==> config.mk <==
export PLATFORM = sky130hd
export DESIGN_NAME = lut_table_writer
export DESIGN_NICKNAME = d
export VERILOG_FILES = /design/src/rtl/lut_table_writer.sv
export SDC_FILE = /design/constraint.sdc
export NUM_CORES = 1
export LEC_CHECK = 0
export ABC_AREA = 1
export CORE_MARGIN = 5
export CORE_UTILIZATION = 50
export CTS_CLUSTER_DIAMETER = 150
export CTS_CLUSTER_SIZE = 16
export DETAILED_ROUTE_END_ITERATION = 8
export PLACE_DENSITY_LB_ADDON = 0.3
export RECOVER_POWER = 50
export SYNTH_ARGS = -nofsm -noshare
export SYNTH_HDL_FRONTEND = slang
export SYNTH_SLANG_ARGS = --single-unit
==> constraint.sdc <==
create_clock -name clk -period 2.1 [get_ports clk]
set_input_delay 0.63 -clock clk [delete_from_list [all_inputs] [get_ports clk]]
set_output_delay 0.63 -clock clk [all_outputs]
set_load 0.02 [all_outputs]
==> src/rtl/lut_table_writer.sv <==
// lut_table_writer
//   Run-time loadable truth table for one reconfigurable LUT neuron slot.
//   A config stream writes the table beat by beat into a distributed-RAM
//   table. Once loaded, the table serves registered lookups with a latency of
//   one cycle.
//
//   Handshakes: a config beat transfers on a rising edge where
//   cfg_valid & cfg_ready are both 1. cfg_ready depends only on registered
//   state, never on cfg_valid. The lookup side has no backpressure: each
//   in_valid sampled while tbl_valid=1 produces exactly one out_valid pulse
//   on the next cycle.
//
// Ports
//   clk, rst_n             clock, asynchronous active-low reset
//   cfg_start              pulse: abandon current table, begin a new load
//   cfg_valid/ready/data   config beat stream (WORD bits per beat)
//   cfg_last               final beat marker; must coincide with beat BEATS-1
//   cfg_err                sticky framing error of last load, cleared by cfg_start
//   tbl_valid              table fully loaded, lookups are served
//   in_valid, in_data      lookup request and address
//   out_valid, out_data    lookup result, one cycle after the request
module lut_table_writer #(
  parameter int IN_BITS  = 6,
  parameter int OUT_BITS = 1,
  parameter int WORD     = 8
) (
  input  logic                clk,
  input  logic                rst_n,
  input  logic                cfg_start,
  input  logic                cfg_valid,
  output logic                cfg_ready,
  input  logic [WORD-1:0]     cfg_data,
  input  logic                cfg_last,
  output logic                cfg_err,
  output logic                tbl_valid,
  input  logic                in_valid,
  input  logic [IN_BITS-1:0]  in_data,
  output logic                out_valid,
  output logic [OUT_BITS-1:0] out_data
);

  localparam int TBITS = (2 ** IN_BITS) * OUT_BITS;
  localparam int BEATS = TBITS / WORD;
  localparam int PTR_W = (BEATS > 1) ? $clog2(BEATS) : 1;
  localparam int AW    = (TBITS > 1) ? $clog2(TBITS) : 1;
  localparam logic [PTR_W-1:0] LAST_PTR = PTR_W'(BEATS - 1);

  typedef enum logic [1:0] {
    S_EMPTY = 2'd0,
    S_LOAD  = 2'd1,
    S_READY = 2'd2
  } state_t;

  // Exposed as a plain internal signal so checkers can bind to it.
  state_t           state;
  logic [PTR_W-1:0] ptr;

  logic [WORD-1:0]  mem [BEATS];
  logic [TBITS-1:0] flat;
  logic [AW-1:0]    rd_base;
  logic             beat_write;

  // cfg_start takes priority: a beat presented in the same cycle is dropped.
  assign beat_write = (state == S_LOAD) && cfg_valid && !cfg_start;

  // Beat b bit k lands at table bit b*WORD+k.
  always_comb begin
    flat = '0;
    for (int b = 0; b < BEATS; b++) begin
      flat[b*WORD +: WORD] = mem[b];
    end
  end

  assign rd_base = AW'(in_data) * AW'(OUT_BITS);

  // Table storage is deliberately not reset: partial loads stay in RAM.
  always_ff @(posedge clk) begin
    if (beat_write) begin
      mem[ptr] <= cfg_data;
    end
  end

  // Load-control FSM with registered status outputs.
  always_ff @(posedge clk or negedge rst_n) begin
    if (!rst_n) begin
      state     <= S_EMPTY;
      ptr       <= '0;
      cfg_ready <= 1'b0;
      cfg_err   <= 1'b0;
      tbl_valid <= 1'b0;
    end else if (cfg_start) begin
      state     <= S_LOAD;
      ptr       <= '0;
      cfg_ready <= 1'b1;
      cfg_err   <= 1'b0;
      tbl_valid <= 1'b0;
    end else begin
      case (state)
        S_EMPTY: begin
          cfg_ready <= 1'b0;
        end
        S_LOAD: begin
          if (cfg_valid) begin
            if (ptr == LAST_PTR) begin
              ptr       <= '0;
              cfg_ready <= 1'b0;
              if (cfg_last) begin
                state     <= S_READY;
                tbl_valid <= 1'b1;
              end else begin
                state   <= S_EMPTY;
                cfg_err <= 1'b1;
              end
            end else if (cfg_last) begin
              // Early last: the table is short, reject it.
              state     <= S_EMPTY;
              ptr       <= '0;
              cfg_ready <= 1'b0;
              cfg_err   <= 1'b1;
            end else begin
              ptr <= ptr + 1'b1;
            end
          end
        end
        S_READY: begin
          cfg_ready <= 1'b0;
        end
        default: begin
          state     <= S_EMPTY;
          ptr       <= '0;
          cfg_ready <= 1'b0;
          tbl_valid <= 1'b0;
        end
      endcase
    end
  end

  // Lookup path: tbl_valid is sampled pre-edge, so a lookup coinciding with
  // cfg_start is still served from the old table.
  always_ff @(posedge clk or negedge rst_n) begin
    if (!rst_n) begin
      out_valid <= 1'b0;
      out_data  <= '0;
    end else begin
      out_valid <= in_valid && tbl_valid;
      if (in_valid && tbl_valid) begin
        out_data <= flat[rd_base +: OUT_BITS];
      end
    end
  end

endmodule
After elaboration in Yosys (flattened, before gate mapping)
Memory sizes are Yosys's and may differ from the RTL's.
Index checks and enable logic that the tools add are counted.
{ "classes": {"reduce_logical": 14, "eq_ne": 9, "n_shift": 1, "muxes": 28, "n_addsub": 1} }
{ "ops": {"columns": ["cell", "count"], "rows": [
  ["indexed part select 64 x 7 -> 1 bit", 1],
  ["two-way mux 1 bit", 16],
  ["two-way mux 3 bit", 4],
  ["two-way mux 2 bit", 5],
  ["inequality test 3 bit, second input constant", 3],
  ["AND reduction 4 bit", 2],
  ["case mux 3 bit (2 select lines)", 1],
  ["inequality test 4 x 3 -> 1 bit, second input constant", 1],
  ["case mux 2 bit (2 select lines)", 1],
  ["AND reduction 2 bit", 2],
  ["nonzero test 2 bit", 2],
  ["adder 3 x 1 -> 3 bit, second input constant", 1],
  ["== test 3 bit, second input constant", 1],
  ["logical AND 1 bit", 3],
  ["inequality test 3 x 2 -> 1 bit, second input constant", 1],
  ["AND reduction 3 bit", 1],
  ["nonzero test 3 bit", 1],
  ["== test 2 x 1 -> 1 bit, second input constant", 1],
  ["== test 2 bit, second input constant", 1],
  ["logical NOT 2 bit", 1],
  ["inequality test 2 x 1 -> 1 bit, second input constant", 1],
  ["case mux 1 bit (2 select lines)", 1],
  ["OR reduction 2 bit", 1],
  ["logical NOT 1 bit", 1]
]} }
{ "word_totals": {"out_inout_bits": 5, "regBits": 10, "mem_count": 1, "input_bits": 20, "mem_bits_rw": 64, "wordCells": 61} }
{ "mem_list": {"columns": ["name", "words", "word_bits", "read_ports", "rd_ports_with_merged_regs", "wr", "line", "rtl"], "rows": [
  ["mem", 8, 8, 8, 0, 1, "58", "logic [WORD-1:0] mem [BEATS];"]
]} }

Logic depth before layout (Yosys ltp)
{ "logic_depth": {"ltp_word": 6, "mapped_depth": 13} }

Worst setup path after synthesis
Ideal clock, no wire load.
{ "synth_timing": {"path_kind": "input to register", "startpoint": "input cfg_start", "endpoint": "memory mem[0][0] (enable)", "required_time_ns": 1.717, "setup_slack_ns": 0.067, "cell_stages": 5, "arrival_time_ns": 1.649, "cell_sequence": "nor2_1 -> inv_1 -> nor2_1 -> nand2_1 -> nor3_1"} }
{ "synth_via": {"elab_chain_cells": 4} }
{ "synth_lines": {"columns": ["item", "line", "rtl"], "rows": [
  ["start, declared", "29", "input logic cfg_start,"],
  ["logical NOT 1 bit", "64", "assign beat_write = (state == S_LOAD) && cfg_valid && !cfg_start;"],
  ["logical AND 1 bit", "64", null],
  ["two-way mux 1 bit", "78", "if (beat_write) begin"],
  ["two-way mux 1 bit (not written as such)", "79", "mem[ptr] <= cfg_data;"],
  ["end, declared", "58", null]
]} }
No other way between the ends.

Worst setup path after layout
{ "layout_timing": {"startpoint": "register tbl_valid", "endpoint": "output tbl_valid"} }
{ "layout_lines": {"columns": ["item", "line", "rtl"], "rows": [
  ["start, declared", "35", "output logic tbl_valid,"],
  ["start signal, assigned", "90", "tbl_valid <= 1'b0;"],
  ["start signal, assigned", "96", "tbl_valid <= 1'b0;"],
  ["start signal, assigned", "109", "tbl_valid <= 1'b1;"]
]} }
No word-level cell between the ends.

==> reports/metrics.csv <==
stage,metric,value,unit
detailed_routing,DR vias/cell,5.16,
detailed_routing,number of DRC markers in iteration 0,157,
clocking,post-CTS setup buffer count,0,
job,max cap viols,0,
synth,post-synthesis sequential area ratio,68.3,%
placed_design,dpl hpwl,4480,um
clocking,H-tree lvl count,3,
detailed_routing,WL final,6350,um
critical_path,critical path class,reg -> out,
hold_path,Hold Crit Class,reg -> reg,
sta,Max-slew headroom,67.5,%
detailed_routing,vias,2073,
synth,Post-synth ARST share,13.5,%
sta,final worst-path cycle share,93.2,%
detailed_routing,drt wl/cell,15.8,um
synth,Syn Inst Count,274,
synth,leading area contributor after synthesis,edfxtp_1,
sta,Hold Fails Final Rpt,0,
critical_path,"Slowest-stage cell, CP",clkdlybuf4s50_1,
clocking,clock-pin slew on the worst setup and hold paths,0.07,ns
die,starting density of the core,50.6,%
synth,synthesized area,3180,um^2
synth,synthesized flop and latch total,74,
global_routing,initial antenna violation count,0,
global_routing,GRT Util Overall,16.5,%
cells_and_area,share of layout cells above drive strength 1,15.7,%
cells_and_area,number of diodes,0,
die,die area,8050,um^2
synth,synthesized area per cell,11.6,um^2
synth,yosys warns,0,
critical_path,worst path cell trace,clkdlybuf4s50_1,
clocking,CTS Sinks,74,
clocking,Clock Path Buffers,2,
critical_path,crit path launch,tbl_valid,
clocking,clock root buffer,clkbuf_8,
die,# IOs,25,
synth,syn_nets,297,
die,Die Ht,89.7,um
critical_path,buffers and inverters on the worst path,1,
placed_design,I/O Buffers,24,
synth,"Primary FF master, synth",edfxtp_1,
synth,Yosys cell types,22,
global_routing,vias in the first global route,1997,
synth,Post-synth EDFFs,64,
detailed_routing,"antenna viol nets, final",0,
synth,Yosys top cell area share,60.5,%
sta,worst hold slack,0.492,ns
sta,Setup Viol. Count Final,0,
global_routing,largest net degree at the start of global routing,33,
power,Leakage,1.48,nW
clocking,TritonCTS clock tree,done,
clocking,CTS buffer count,9,
placed_design,Placed Instances,386,
critical_path,"CP delay by family, top",buffers and inverters,
die,die span in x,89.7,um
detailed_routing,DRC Markers,0,
clocking,Post-CTS Resized,0,
placed_design,gpl congestion,0.905,
clocking,worst skew pair latency,0.34,ns
global_routing,first-pass GRT wire length,10100,um
die,total core area,6280,um^2
die,row count,29,
clocking,cts hold-fix bufs,0,
power,Max VDD drop,0.550,mV
sta,clock skew,0.00982,ns
critical_path,max incr delay on CP,0.61,ns
synth,top post-synthesis cells by area,"edfxtp_1 (60%), nand3_1 (9.0%), nand2_1 (8.7%)",
sta,pins over their slew limit,0,
synth,most common cell in the netlist,nand2_1,
sta,post-layout min period,1.96,ns
critical_path,CP Capture Type,output pin,
critical_path,WP data arrival,1.33,ns
critical_path,worst r2r src,state[1],
global_routing,"Remaining Overflow, GRT",0,
critical_path,"critical path fanouts, max",3,
cells_and_area,post-layout util,60.3,%
hold_path,hold_sp,out_data,
critical_path,startpoint types,flop,
synth,"top cells by count, synth","nand2_1 (74), edfxtp_1 (64), nand3_1 (57)",
cells_and_area,Non-Filler Instances,402,
cells_and_area,Layout Area Growth over Synthesis,19.2,%
cells_and_area,fin nets,343,
critical_path,required time of the worst setup path,1.47,ns
status,status,"complete, no violations",
sta,Max Clock Freq,511,MHz
detailed_routing,DR pass1 iterations,4,
sta,actual slew at the worst max-slew pin,0.485,ns
sta,RSZ-0062 raised after global routing,no,
power,pwr dens,819,nW/um^2
## cell type report
| cell class | count | area (um^2) |
|---|---|---|
| tap | 77 | 96.3 |
| clock buffer | 10 | 128 |
| sequential | 74 | 2170 |
| clock inverter | 6 | 81.3 |
| multi-input combinational | 175 | 832 |
| fill | 493 | 2490 |
| timing repair buffer | 46 | 418 |
| inverter | 14 | 60.1 |
## sequential cells by signal, indices dropped and copies added, names as in the netlist
| register | flops |
|---|---|
| cfg_err | 1 |
| cfg_ready | 1 |
| mem | 64 |
| out_data | 1 |
| out_valid | 1 |
| ptr | 3 |
| state | 2 |
| tbl_valid | 1 |
## final timing paths
kind	slack, ns	cells after the start	end
min reg2reg	0.49	2	out_data
max	0.14	1	tbl_valid
max in group asynchronous	1.09	1	ptr[2]
max reg2reg	0.39	8	mem[1][4]
min	0.49	2	out_data
min in group asynchronous	0.68	1	tbl_valid
## cells in the final DEF (no fill, tap or decap), drive strengths merged
| master | instances |
|---|---|
| o31a | 1 |
| dlygate4sd3 | 10 |
| clkdlybuf4s50 | 14 |
| nand3 | 60 |
| buf | 22 |
| clkbuf | 10 |
| nor3 | 5 |
| nand2 | 84 |
| dfrtp | 10 |
| a2111oi | 1 |
| bufinv | 2 |
| a21o | 1 |
| a21oi | 1 |
| o21ai | 7 |
| nor2 | 11 |
| edfxtp | 64 |
| clkinvlp | 1 |
| clkinv | 3 |
| ha | 3 |
| inv | 14 |
| nand3b | 1 |
## metrics by stage
stage	power, mW	area [um^2]	TNS (ns)	setup WS [ns]
after floorplan	1.84	3180	0	0.0675
after global placement	1.98	3580	-2.89	-0.146
after detailed placement	1.98	3580	-4.49	-0.142
after CTS	3.13	3790	0	0.124
after global routing	3.24	3790	0	0.0834
final	3.10	3790	0	0.143
## per-layer routing
| layer | wire length (um) | share of wire (%) | track usage [%] |
|---|---|---|---|
| met5 | 0 | 0 | 0 |
| met4 | 106 | 1.7 | 8.44 |
| met3 | 304 | 4.8 | 3.67 |
| met2 | 2970 | 47 | 23.7 |
| met1 | 2970 | 47 | 23.5 |
## power breakdown
group / switching, mW / total, mW / leakage, nW / internal [mW]
combinational: 0.173 / 0.300 / 0.666 / 0.127
sequential: 0.0159 / 1.65 / 0.706 / 1.63
clock: 0.495 / 1.16 / 0.104 / 0.661
total: 0.684 / 3.10 / 1.48 / 2.42
## cell families after synthesis
logic type / Yosys count / synth area share, %
and+or+nand+nor: 161 / 23.0
DFF: 74 / 68.3
buffers and inverters: 25 / 5.47
AOI/OAI and AO/OA: 11 / 2.05
adders and majority gates: 3 / 1.18
Note: power is estimated with default switching activity, not from simulation.
==> RTL edit 1 (config.mk and constraints unchanged) <==
Register the output `cfg_err` once more, without a reset; this adds one clock of latency there. The other outputs are not delayed to match.
--- a/src/rtl/lut_table_writer.sv
+++ b/src/rtl/lut_table_writer.sv
@@ -51,6 +51,8 @@
     S_READY = 2'd2
   } state_t;
 
+  logic cfg_err_s0;
+
   // Exposed as a plain internal signal so checkers can bind to it.
   state_t           state;
   logic [PTR_W-1:0] ptr;
@@ -86,13 +88,13 @@
       state     <= S_EMPTY;
       ptr       <= '0;
       cfg_ready <= 1'b0;
-      cfg_err   <= 1'b0;
+      cfg_err_s0 <= 1'b0;
       tbl_valid <= 1'b0;
     end else if (cfg_start) begin
       state     <= S_LOAD;
       ptr       <= '0;
       cfg_ready <= 1'b1;
-      cfg_err   <= 1'b0;
+      cfg_err_s0 <= 1'b0;
       tbl_valid <= 1'b0;
     end else begin
       case (state)
@@ -109,14 +111,14 @@
                 tbl_valid <= 1'b1;
               end else begin
                 state   <= S_EMPTY;
-                cfg_err <= 1'b1;
+                cfg_err_s0 <= 1'b1;
               end
             end else if (cfg_last) begin
               // Early last: the table is short, reject it.
               state     <= S_EMPTY;
               ptr       <= '0;
               cfg_ready <= 1'b0;
-              cfg_err   <= 1'b1;
+              cfg_err_s0 <= 1'b1;
             end else begin
               ptr <= ptr + 1'b1;
             end
@@ -149,4 +151,8 @@
     end
   end
 
+  always_ff @(posedge clk) begin
+    cfg_err <= cfg_err_s0;
+  end
+
 endmodule
Check against the original RTL: not equivalent (a bounded check fails within 4 cycles, from zero or initial values and one cycle with rst_n low).
==> RTL edit 1 against the original RTL <==
- total power shrank 4.3%
- routed wire length decreased by 0.44%
- first-iteration DRC count increased by 27%
- area after synthesis shrank 1.5%
- setup slack worse by 0.011 ns
- sequential cell count rose by 1
- via count up 0.48%
- design area decreased by 1.4%
- count of clock-buffer cells in the layout rose by 2
- cell count decreased by 0.25%
- sequential power about the same
==> RTL edit 1: results (changes against the original RTL) <==
- The via count of the first global-routing pass was 2012 (+0.75%).
- The HPWL after detailed placement came to 4420 um (-1.4%).
- The TritonCTS buffer count is 9 (unchanged).
- The post-cts gate resize count is 0 (unchanged).
- In this design, the stage delay of the slowest critical-path cell is 0.62 ns.
- In the synthesized netlist the dominant register cell turns out to be edfxtp_1.
- The sequential share of the synthesized area was 0.700 (+0.0165).
- The number of nets in the finished design was 343 (unchanged).
- The post-detailed-routing wire length is 6320 um (-0.44%).
- The count of flip-flops with a built-in enable after synthesis is 64 (unchanged).
- The overall track demand over capacity in global routing was 0.180 (+0.0154).
- The largest registers in the layout are mem: 64 flops, ptr: 3 flops, state: 2 flops.
- The async set-reset flop share out of synthesis is 0.133 (-0.00180).
- The number of antenna violations at the first check in global routing is 0 (unchanged).
- The pin slew with the least headroom to its limit is 0.497 ns (+0.0116 ns).
- In this run the worst hold path is classified as register to register.
- The critical-path cell with the highest stage delay is clkdlybuf4s50_1.
- The largest fanout on the critical path is 3 (unchanged).
- The leakage power figure is 1.48 nW (+0.13%).
- The final weighted congestion in routability-driven placement was 0.953 (+5.3%).
- The number of buffers added for setup after CTS is 0 (unchanged).
- The number of port buffers was 24 (unchanged).
- By area the synthesized netlist is led by edfxtp_1 (61%), nand2_1 (11%), nand3_1 (9.7%).
- The total number of vias is 2083 (+0.48%).
- The total of endpoints with negative setup slack in the final report is 0 (unchanged).
- The latest clock arrival within the worst-skew pair was 0.34 ns (about the same).
- The largest voltage drop on the vdd net is 395 uV (-28%).
- The count of routing violations after the opening detailed-route iteration is 200 (+27%).
- The buffer levels on the longest clock path is 2 (unchanged).
- The clock skew after layout is 0.0131 ns (+0.00330 ns).
- The placement-stage worst setup slack came to -0.120 ns (+0.0223 ns).
- The number of nets in the synthesized netlist is 299 (+0.67%).
- The layout cell share with drive strength beyond 1 was 0.117 (-0.0404).
- The placed instance area is 0.00353 mm^2 (-1.4%).
- The number of H-tree branching levels is 3 (unchanged).
- The total of fill cells in the finished design is 500 (+1.4%).
- By count the netlist is led by nand2_1 (88), edfxtp_1 (64), nand3_1 (61).
- The number of different library cells in the post-synthesis netlist came to 20 (-9.1%).
- At the worst endpoint, the arrival time is 1.34 ns.
- The cell family with the largest share of critical-path delay is buffers and inverters.
- The iteration count of the initial detailed-routing pass is 4 (unchanged).
- The flow ran to the end, and the final reports show no timing, DRC or antenna violations.
- The first-pass GRT wire length came to 10300 um (+1.4%).
-- RTL edit 1: cell count changes after synthesis, sizes merged, moves of 4 or more --
cell   unedited run  this run
nand2            84        88
o21ai             7         3
nor2             11        17
nor3              5         0
-- RTL edit 1: path summary, 6_finish.rpt --
| check | start | endpoint | slack (ns) | cells after the start |
|---|---|---|---|---|
| max reg2reg | state[1]$_DFFE_PN0P_ | mem[2][0]$_DFFE_PP_ | 0.50 | 6 |
| max in group asynchronous | rst_n | out_data$_DFFE_PN0P_ | 1.07 | 1 |
| min in group asynchronous | rst_n | out_valid$_DFF_PN0_ | 0.69 | 1 |
| min | cfg_err_s0$_DFFE_PN0P_ | cfg_err$_DFF_P_ | 0.39 | 0 |
| max | tbl_valid$_DFFE_PN0P_ | tbl_valid | 0.13 | 1 |
| min reg2reg | cfg_err_s0$_DFFE_PN0P_ | cfg_err$_DFF_P_ | 0.39 | 0 |
-- RTL edit 1: cells by family after synthesis --
kind of cell / count (synthesis) / synth area share
AO/OA/AOI/OAI: 7 / 0.0148
adder cells (fa/ha/maj): 2 / 0.00799
buffers and inverters: 26 / 0.0507
flip-flops: 75 / 0.700
AND/OR/NAND/NOR: 167 / 0.227
-- RTL edit 1: layout make-up --
| type | instances | area, um^2 | share of cell area |
|---|---|---|---|
| multi-input cells | 176 | 781 | 0.209 |
| clock buffers | 12 | 178 | 0.0476 |
| clock inverters | 4 | 27.5 | 0.00737 |
| well taps | 75 | 93.8 | 0.0251 |
| repair buffers | 44 | 403 | 0.108 |
| flip-flops and latches | 75 | 2190 | 0.587 |
| inverters | 15 | 58.8 | 0.0158 |
-- RTL edit 1: metrics by stage --
stage | std cells | hold WS, ns
2_1_floorplan | 277 | 0.334
3_3_place_gp | 385 | 0.367
3_5_place_dp | 385 | 0.372
4_1_cts | 401 | 0.391
5_1_grt | 401 | 0.395
6_report | 401 | 0.388
-- RTL edit 1: where the power goes --
part           switching, mW  internal [mW]
clock network          0.510          0.578
logic                  0.139         0.0959
registers            0.00971           1.64
-- RTL edit 1: metal layers --
layer,wire length (um),global-route usage,vias to the layer above
met2,3110,0.279,69
li1,-,-,1045
met1,2690,0.248,959
met3,387,0.0415,10
met5,0,0,-
met4,139,0.0731,0
==> RTL edit 2 (same settings) <==
Without the edit above. Change the parameter `WORD` from 8 to 4.
--- a/src/rtl/lut_table_writer.sv
+++ b/src/rtl/lut_table_writer.sv
@@ -22,7 +22,7 @@
 module lut_table_writer #(
   parameter int IN_BITS  = 6,
   parameter int OUT_BITS = 1,
-  parameter int WORD     = 8
+  parameter int WORD     = 4
 ) (
   input  logic                clk,
   input  logic                rst_n,
Ports: changed (resized cfg_data); port bits go from 25 to 21. The function was not compared with the original's and may differ.
==> RTL edit 2 against the original RTL <==
- design area rose by 2.8%
- sequential cell count rose by 1
- cell count rose by 8.0%
- area after synthesis rose by 2.6%
- setup slack got worse by 0.029 ns
- clock power fell by 7%
- routed wire length rose by 5.5%
- total power fell by 4.8%
- critical endpoint unchanged
- largest cell class unchanged
- largest power group unchanged
==> RTL edit 2: results (changes against the original RTL) <==
- The worst hold slack after final layout is 0.495 ns (+0.00280 ns).
- The number of nets in the synthesized netlist was 323 (+8.8%).
- The post-detailed-routing wire length is 6700 um (+5.5%).
- The iteration count of the initial detailed-routing pass is 4 (unchanged).
- The overall track demand over capacity in global routing came to 0.175 (+0.0105).
- The clock skew after layout is 0.00781 ns (-0.00201 ns).
- The number of nets in the finished design is 372 (+8.5%).
- The number of vias per cell after detailed routing came to 5.21 (+1.1%).
- The cell family contributing the most delay on the critical path is buffers and inverters.
- The run finished with clean final reports.
- The count of flip-flops with a built-in enable after synthesis is 64 (unchanged).
- The number of cells after detailed placement came to 418 (+8.3%).
- The launch instance of the worst min-delay path is cfg_ready$_DFFE_PN0P_.
- The data arrival at the endpoint of the critical path is 1.36 ns (+0.03 ns).
- The root buffer cell chosen for the clock tree is clkbuf_8.
- The final standard cell count with taps included and fillers excluded is 434 (+8.0%).
- The worst register-to-register path ends at mem[10][0]$_DFFE_PP_.
- The sequential share of the synthesized area is 0.674 (-0.00989).
- The placement-stage worst setup slack is -0.171 ns (-0.0289 ns).
- The share of the cycle needed by the critical path after routing is 0.946 (+0.0138).
- The via count of the first global-routing pass is 2262 (+13%).
- The first-pass GRT wire length is 11100 um (+9.7%).
- The final weighted congestion in routability-driven placement is 0.812 (-10%).
- The layout cell share with drive strength beyond 1 came to 0.120 (-0.0365).
- The register-to-register path setup slack is 0.41 ns (+0.02 ns).
- The largest registers in the layout are mem: 64 flops, ptr: 4 flops, state: 2 flops.
- The async set-reset flop share out of synthesis is 0.147 (+0.0115).
- The relative slew slack came to 0.472 (-0.203).
- Sorting the synthesized cells by how often they occur yields nand2_1 (92), edfxtp_1 (64), nand3_1 (61).
- The HPWL after detailed placement was 4500 um (+0.37%).
- The largest voltage drop on the vdd net is 418 uV (-24%).
- For this design, the slowest cell found on the critical path is clkdlybuf4s50_1.
- The leakage power figure was 1.53 nW (+3.9%).
- By area the synthesized netlist is led by edfxtp_1 (59%), nand2_1 (11%), nand3_1 (9.4%).
- The post-cts gate resize count is 0 (unchanged).
- The number of antenna violations at the first check in global routing is 0 (unchanged).
- The number of different library cells in the post-synthesis netlist came to 20 (-9.1%).
- The number of cells traversed by the worst hold path is 1 (-1).
- The worst hold path terminates at cfg_ready$_DFFE_PN0P_.
- The synthesized netlist cell count was 303 (+11%).
[RTL edit 2: cell families (layout without fill, tap and decap cells)]
kind of cell	Yosys count	after routing	share of synthesized area
simple gates	180	180	0.233
compound gates	12	12	0.0223
buf+inv	32	86	0.0556
flops	75	75	0.674
fa+ha+maj	4	4	0.0153
[RTL edit 2: worst max-delay path by stage]
stage,from,to,cells after the start
floorplan,cfg_start,mem[7][0]$_DFFE_PP_,5
global placement,cfg_start,mem[10][2]$_DFFE_PP_,7
detailed placement,in_data[0],out_data$_DFFE_PN0P_,12
CTS,tbl_valid$_DFFE_PN0P_,tbl_valid,1
global route,in_data[0],out_data$_DFFE_PN0P_,12
finish,tbl_valid$_DFFE_PN0P_,tbl_valid,1
[RTL edit 2: final cells by class]
cell class,count,area [um^2]
Fill cell,538,2460
Sequential cell,75,2200
Multi-Input combinational cell,196,883
Timing Repair Buffer,49,440
Clock buffer,11,141
Tap cell,77,96.3
Inverter,21,81.3
Clock inverter,5,52.6
[RTL edit 2: worst reg2reg max path, cell delays in order, from the launching register on]
cell	delay [ns]
dfrtp_1	0.38
inv_1	0.06
nand2_1	0.07
nor2_1	0.14
inv_1	0.07
nor2_1	0.21
nand2_1	0.16
nor2_1	0.16
buf_4	0.16
[RTL edit 2: report_power, final]
| part | internal [mW] | switching [mW] |
|---|---|---|
| Sequential | 1.63 | 0.00776 |
| Combinational | 0.0936 | 0.146 |
| Clock | 0.575 | 0.502 |
| Total | 2.30 | 0.656 |
[RTL edit 2: per-layer routing]
layer  vias to the layer above  global-route usage  share of wire
li1                       1130                   -              -
met5                         -                   0              0
met1                      1070               0.217           0.43
met4                         0              0.0611          0.014
met2                        54               0.293           0.50
met3                         9              0.0517          0.053
